### src/rtl/mips_isa_pkg.sv
// Shared MIPS ISA definitions: mnemonic codes, opcode/funct constants and field positions.
// Used by the program loader's encoder and by the CPU control decode.
package mips_isa_pkg;

  typedef enum logic [4:0] {
    MN_ADD  = 5'd0,
    MN_ADDU = 5'd1,
    MN_SUB  = 5'd2,
    MN_SUBU = 5'd3,
    MN_AND  = 5'd4,
    MN_OR   = 5'd5,
    MN_SLT  = 5'd6,
    MN_SLTU = 5'd7,
    MN_SLL  = 5'd8,
    MN_ADDI = 5'd9,
    MN_ORI  = 5'd10,
    MN_LW   = 5'd11,
    MN_SW   = 5'd12,
    MN_BEQ  = 5'd13,
    MN_J    = 5'd14,
    MN_JAL  = 5'd15
  } mnem_e;

  localparam logic [5:0] OP_RTYPE = 6'h00;
  localparam logic [5:0] OP_ADDI  = 6'h08;
  localparam logic [5:0] OP_ORI   = 6'h0D;
  localparam logic [5:0] OP_LW    = 6'h23;
  localparam logic [5:0] OP_SW    = 6'h2B;
  localparam logic [5:0] OP_BEQ   = 6'h04;
  localparam logic [5:0] OP_J     = 6'h02;
  localparam logic [5:0] OP_JAL   = 6'h03;

  localparam logic [5:0] FN_ADD  = 6'h20;
  localparam logic [5:0] FN_ADDU = 6'h21;
  localparam logic [5:0] FN_SUB  = 6'h22;
  localparam logic [5:0] FN_SUBU = 6'h23;
  localparam logic [5:0] FN_AND  = 6'h24;
  localparam logic [5:0] FN_OR   = 6'h25;
  localparam logic [5:0] FN_SLT  = 6'h2A;
  localparam logic [5:0] FN_SLTU = 6'h2B;
  localparam logic [5:0] FN_SLL  = 6'h00;

  localparam int OP_LSB = 26;
  localparam int RS_LSB = 21;
  localparam int RT_LSB = 16;
  localparam int RD_LSB = 11;
  localparam int SH_LSB = 6;

  typedef enum logic [1:0] {
    ST_IDLE = 2'd0,
    ST_LOAD = 2'd1,
    ST_DONE = 2'd2
  } load_state_e;

  // Non-R-type mnemonics return 0; the caller only uses this for R-type codes.
  function automatic logic [5:0] funct_of(input logic [4:0] code);
    logic [5:0] fn;
    fn = 6'h00;
    case (code)
      MN_ADD:  fn = FN_ADD;
      MN_ADDU: fn = FN_ADDU;
      MN_SUB:  fn = FN_SUB;
      MN_SUBU: fn = FN_SUBU;
      MN_AND:  fn = FN_AND;
      MN_OR:   fn = FN_OR;
      MN_SLT:  fn = FN_SLT;
      MN_SLTU: fn = FN_SLTU;
      MN_SLL:  fn = FN_SLL;
      default: fn = 6'h00;
    endcase
    return fn;
  endfunction

endpackage

### src/rtl/mips_instr_encoder.sv
// Combinational symbolic-fields to 32-bit MIPS word encoder with illegal/range flags.
// Define ENC_RANGE_CHECK_EN to flag out-of-range fields instead of silently truncating them.
module mips_instr_encoder
  import mips_isa_pkg::*;
(
  input  logic [4:0]  mnem,
  input  logic [4:0]  rs,
  input  logic [4:0]  rt,
  input  logic [4:0]  rd,
  input  logic [4:0]  shamt,
  input  logic [25:0] imm,
  output logic [31:0] word,
  output logic        illegal,
  output logic        range_err
);

  always_comb begin
    word      = '0;
    illegal   = 1'b0;
    range_err = 1'b0;
    case (mnem)
      MN_ADD, MN_ADDU, MN_SUB, MN_SUBU, MN_AND, MN_OR, MN_SLT, MN_SLTU: begin
        word[OP_LSB +: 6] = OP_RTYPE;
        word[RS_LSB +: 5] = rs;
        word[RT_LSB +: 5] = rt;
        word[RD_LSB +: 5] = rd;
        word[5:0]         = funct_of(mnem);
      end
      // SLL has no rs operand, so rs is forced to zero in the encoding.
      MN_SLL: begin
        word[OP_LSB +: 6] = OP_RTYPE;
        word[RT_LSB +: 5] = rt;
        word[RD_LSB +: 5] = rd;
        word[SH_LSB +: 5] = shamt;
        word[5:0]         = FN_SLL;
      end
      MN_ADDI, MN_ORI, MN_LW, MN_SW, MN_BEQ: begin
        case (mnem)
          MN_ADDI: word[OP_LSB +: 6] = OP_ADDI;
          MN_ORI:  word[OP_LSB +: 6] = OP_ORI;
          MN_LW:   word[OP_LSB +: 6] = OP_LW;
          MN_SW:   word[OP_LSB +: 6] = OP_SW;
          default: word[OP_LSB +: 6] = OP_BEQ;
        endcase
        word[RS_LSB +: 5] = rs;
        word[RT_LSB +: 5] = rt;
        word[15:0]        = imm[15:0];
      end
      MN_J, MN_JAL: begin
        word[OP_LSB +: 6] = (mnem == MN_J) ? OP_J : OP_JAL;
        word[25:0]        = imm;
      end
      default: illegal = 1'b1;
    endcase

`ifdef ENC_RANGE_CHECK_EN
    // ORI zero-extends, so only a clean zero upper half is acceptable there.
    if (!illegal) begin
      if ((mnem != MN_SLL) && (shamt != 5'd0))
        range_err = 1'b1;
      if ((mnem inside {MN_ADDI, MN_LW, MN_SW, MN_BEQ}) &&
          (imm[25:16] != 10'd0) && (imm[25:16] != {10{imm[15]}}))
        range_err = 1'b1;
      if ((mnem == MN_ORI) && (imm[25:16] != 10'd0))
        range_err = 1'b1;
    end
`endif
  end

endmodule

### src/rtl/imem_enc_loader.sv
// Streams symbolic instructions in, encodes them and writes them sequentially into instruction memory.
// Field range checking is enabled by defining ENC_RANGE_CHECK_EN (see mips_instr_encoder).
module imem_enc_loader
  import mips_isa_pkg::*;
#(
  parameter int AW   = 5,
  parameter int BASE = 0
) (
  input  logic          clk,
  input  logic          rst,
  input  logic          start,
  input  logic          in_valid,
  output logic          in_ready,
  input  logic [4:0]    in_mnem,
  input  logic [4:0]    in_rs,
  input  logic [4:0]    in_rt,
  input  logic [4:0]    in_rd,
  input  logic [4:0]    in_shamt,
  input  logic [25:0]   in_imm,
  input  logic          in_last,
  output logic          im_we,
  output logic [AW-1:0] im_addr,
  output logic [31:0]   im_wdata,
  output logic [AW:0]   count,
  output logic          done,
  output logic          full,
  output logic          err_illegal,
  output logic          err_range
);

  localparam logic [AW-1:0] BASE_ADDR = AW'(BASE);
  localparam logic [AW-1:0] LAST_ADDR = {AW{1'b1}};

  load_state_e   state;
  logic [AW-1:0] ptr;
  logic          pending_last;
  logic          ptr_end;
  logic [31:0]   enc_word;
  logic          enc_illegal;
  logic          enc_range;
  logic          xfer;

  mips_instr_encoder u_encoder (
    .mnem      (in_mnem),
    .rs        (in_rs),
    .rt        (in_rt),
    .rd        (in_rd),
    .shamt     (in_shamt),
    .imm       (in_imm),
    .word      (enc_word),
    .illegal   (enc_illegal),
    .range_err (enc_range)
  );

  // ptr_end stands in for the pointer stepping past the top word, so the address never wraps.
  assign in_ready = (state == ST_LOAD) && !pending_last && !ptr_end;
  assign xfer     = in_valid && in_ready;

  always_ff @(posedge clk) begin
    if (rst) begin
      state        <= ST_IDLE;
      ptr          <= BASE_ADDR;
      pending_last <= 1'b0;
      ptr_end      <= 1'b0;
      im_we        <= 1'b0;
      im_addr      <= BASE_ADDR;
      im_wdata     <= '0;
      count        <= '0;
      done         <= 1'b0;
      full         <= 1'b0;
      err_illegal  <= 1'b0;
      err_range    <= 1'b0;
    end else begin
      im_we <= 1'b0;
      if (((state == ST_IDLE) || (state == ST_DONE)) && start) begin
        state        <= ST_LOAD;
        ptr          <= BASE_ADDR;
        pending_last <= 1'b0;
        ptr_end      <= 1'b0;
        count        <= '0;
        done         <= 1'b0;
        full         <= 1'b0;
        err_illegal  <= 1'b0;
        err_range    <= 1'b0;
      end else if (state == ST_LOAD) begin
        // The final word is already strobing this cycle; finish one cycle after it.
        if (pending_last || ptr_end) begin
          state <= ST_DONE;
          done  <= 1'b1;
          full  <= ptr_end;
        end else if (xfer) begin
          if (in_last)
            pending_last <= 1'b1;
          if (enc_illegal) begin
            err_illegal <= 1'b1;
          end else if (enc_range) begin
            err_range <= 1'b1;
          end else begin
            im_we    <= 1'b1;
            im_addr  <= ptr;
            im_wdata <= enc_word;
            count    <= count + (AW+1)'(1);
            if (ptr == LAST_ADDR)
              ptr_end <= 1'b1;
            else
              ptr <= ptr + AW'(1);
          end
        end
      end
    end
  end

endmodule
### config.mk
export PLATFORM = sky130hd
export DESIGN_NAME = imem_enc_loader
export DESIGN_NICKNAME = d
export VERILOG_FILES = /design/src/rtl/mips_isa_pkg.sv /design/src/rtl/mips_instr_encoder.sv /design/src/rtl/imem_enc_loader.sv
export SDC_FILE = /design/constraint.sdc
export NUM_CORES = 1
export LEC_CHECK = 0
export CORE_MARGIN = 1.5
export CORE_UTILIZATION = 38
export CTS_CLUSTER_SIZE = 10
export DETAILED_ROUTE_END_ITERATION = 6
export PLACE_DENSITY = 0.73
export SYNTH_ARGS = -nofsm -noshare
export SYNTH_HDL_FRONTEND = slang
export SYNTH_SLANG_ARGS = --single-unit
### constraint.sdc
create_clock -name clk -period 1.9 [get_ports clk]
set_input_delay 0.38 -clock clk [delete_from_list [all_inputs] [get_ports clk]]
set_output_delay 0.38 -clock clk [all_outputs]
set_load 0.01 [all_outputs]
==> results.cfg <==
[run_status]
outcome = completed

[sta]
slew_headroom = 0.665
rsz0062_at_grt = false
fin_worst_skew_ns = 0.00734
tightestPinTransition_ns = 0.502
tns_ns = 0
max_freq_mhz = 550
final-setup-viol-count = 0
hold_violations = 0
final_min_period_over_clock_period = 0.957
drv_slew = 0
post-route-min-period_ns = 1.82

[critical_path]
required_ns = 2.10
crit_fanout = 16
rr_worst_depth = 7
critPathSlowestCell = or4b_4
crit_chain = or4b_4 > inv_4 > buf_4 > nand2_2 > buf_12 > a221oi_1 > nor3_1
cp-start-kind = register
path_delay_family = simple AND/OR/NAND/NOR gates
cp_num_cells = 7
max_stage_delay_ns = 0.55
path_buf_inv = 3
crit_arrival_ns = 2.01
worstSetupPathType = register to register
end_kind = register

[min_path]
holdPathStages = 2
min_path_type = register to register

[place]
finalWeightedCongestion = 0.769
port_buffers = 102
dp_hpwl_mm = 4.88
dpl_cell_area_um2 = 3700

[routing]
avgViaCountPerCell = 5.05
ant_nets = 0
wire_per_inst_um = 13.8
dr.pass1.iters = 4
drtIter0Drc = 95
drc = 0
drt-total-wl_mm = 6.61
vias = 2413

[floorplan]
core-area_um2 = 6060
num_rows = 28
die_h_um = 83.0
start_util = 0.402
die-width_um = 83.0
io_pins = 105
fp.dieArea_um2 = 6890

[clock_tree]
cts_buffer_depth = 2
cts_root_buffer = clkbuf_8
clk_latency_ns = 0.31
cts_tree = built
clk_pin_slew_ns = 0.10
cts.sinks = 54
cts_hold_buf = 0
cts_inserted_buffers = 5
htree_levels = 2

[final_layout]
layout_common_cells = clkdlybuf4s50_1, dfxtp_1, nor2_1
syn_to_final_growth_pct = 57.2
fin_nets = 461
finalInstanceArea_um2 = 3830
diodes = 0
fillerInstances = 545
drive_above_1_share = 0.134
final_common_cell = clkdlybuf4s50_1

[yosys]
synth_top_area_cell = dfxtp_1
yosysTopAreaCellShare = 0.444
synth-main-ff-cell = dfxtp_1
synth.top_cells.by_area = dfxtp_1, nor2_1, a21oi_1
ys_seq_area_frac = 0.444
postSynthAreaPerCell_um2 = 8.66
ys_async_sr_fraction = 0
synth_enable_flop_cells = 0
netlist_area_um2 = 2430
yosysUniqueCellTypes = 45
synthCells = 281
ys_warn_count = 0
synth-seq-cells = 54

[flow_run]
max-cap-violations = 0

[global_routing]
grt_use_met3 = 0.0477
met1_usage = 0.256
grtUsageTotal = 0.193
antenna_found_initial = 0
grt_pass1_wl_mm = 10.9
grtUsageMet2 = 0.316
grt_max_degree = 39
grt_overflow = 0
grt_pass1_vias = 2216
busiest_layer = met2

[pwr]
p_per_area_nw_per_um2 = 619
p_leak_nw = 1.45
vdd_drop_max_uv = 327
final timing paths:
kind,from,endpoint,slack [ns]
min reg2reg,im_wdata[4],im_wdata[4],0.46
max reg2reg,pending_last,im_wdata[9],0.08
max,pending_last,im_wdata[9],0.08
min,im_wdata[4],im_wdata[4],0.46
Yosys cell counts, types with 2 or more instances:
library cell,n
buf_6,5
nand2b_1,4
ha_1,3
xnor2_1,4
xor2_1,6
a211oi_1,3
o2111ai_1,2
o21ai_0,6
buf_4,4
a311oi_1,2
a221oi_1,12
nand3_1,13
nor2_1,39
a211oi_2,2
dfxtp_1,54
a31oi_1,2
inv_1,5
clkbuf_1,10
nand2_1,29
a221oi_2,3
and3_1,2
nor3_1,19
a21oi_1,22
mux2i_1,6
nor2b_1,4
where the power goes:
part / switching, mW / internal (mW) / leakage, nW / total [mW]
clock: 0.383 / 0.394 / 0.0514 / 0.776
combinational: 0.178 / 0.240 / 0.959 / 0.419
sequential: 0.0150 / 1.16 / 0.438 / 1.17
layout make-up:
class	instances	area, um^2	share of cell area
flip-flops and latches	54	1080	0.283
clock inverters	2	37.5	0.00981
multi-input cells	201	1210	0.316
repair buffers	134	1310	0.341
clock buffers	6	72.6	0.0190
inverters	6	25.0	0.00654
well taps	75	93.8	0.0245
metrics by stage:
| stage | instances | utilization | hold slack [ns] | total power [mW] | worst slack [ns] |
|---|---|---|---|---|---|
| after floorplan | 282 | - | 0.449 | 1.37 | 0.183 |
| after global placement | 469 | 0.611 | 0.440 | 1.61 | -0.227 |
| after detailed placement | 469 | 0.611 | 0.446 | 1.61 | -0.257 |
| after CTS | 478 | 0.631 | 0.460 | 2.39 | 0.0123 |
| after global routing | 478 | 0.631 | 0.481 | 2.47 | 0.00436 |
| final | 478 | 0.631 | 0.456 | 2.37 | 0.0815 |
sequential cells by signal, indices dropped and copies added, names as in the netlist:
name,count
im_wdata,31
count,6
im_addr,5
ptr,5
state,2
err_illegal,1
full,1
im_we,1
pending_last,1
ptr_end,1
routing by layer:
layer	share of wire	vias to the layer above	routed length [um]
met5	0	-	0
met4	0.010	0	67
met3	0.066	8	438
met2	0.47	85	3090
met1	0.46	1090	3010
li1	-	1230	-
cells by family (layout without fill, tap and decap cells):
logic type	Yosys count	in the layout	synth area share
compound gates	59	59	0.174
xor+xnor	10	10	0.0360
fa+ha+maj	3	3	0.0154
buf+inv	27	148	0.0637
flops	54	54	0.444
mux	7	7	0.0293
other cells	1	2	0.00154
simple gates	120	120	0.235
worst min-delay path: stages, from the launching register on:
cell	delay, ns
dfxtp_1	0.32
nand2_1	0.05
a21oi_1	0.05
repair_timing:
action                                  CTS  global route
setup buffers                             1             0
gates resized for setup                   4             4
pin swaps                                 0             1
endpoints found under the setup margin    1             6
Note: power is estimated with default switching activity, not from simulation.
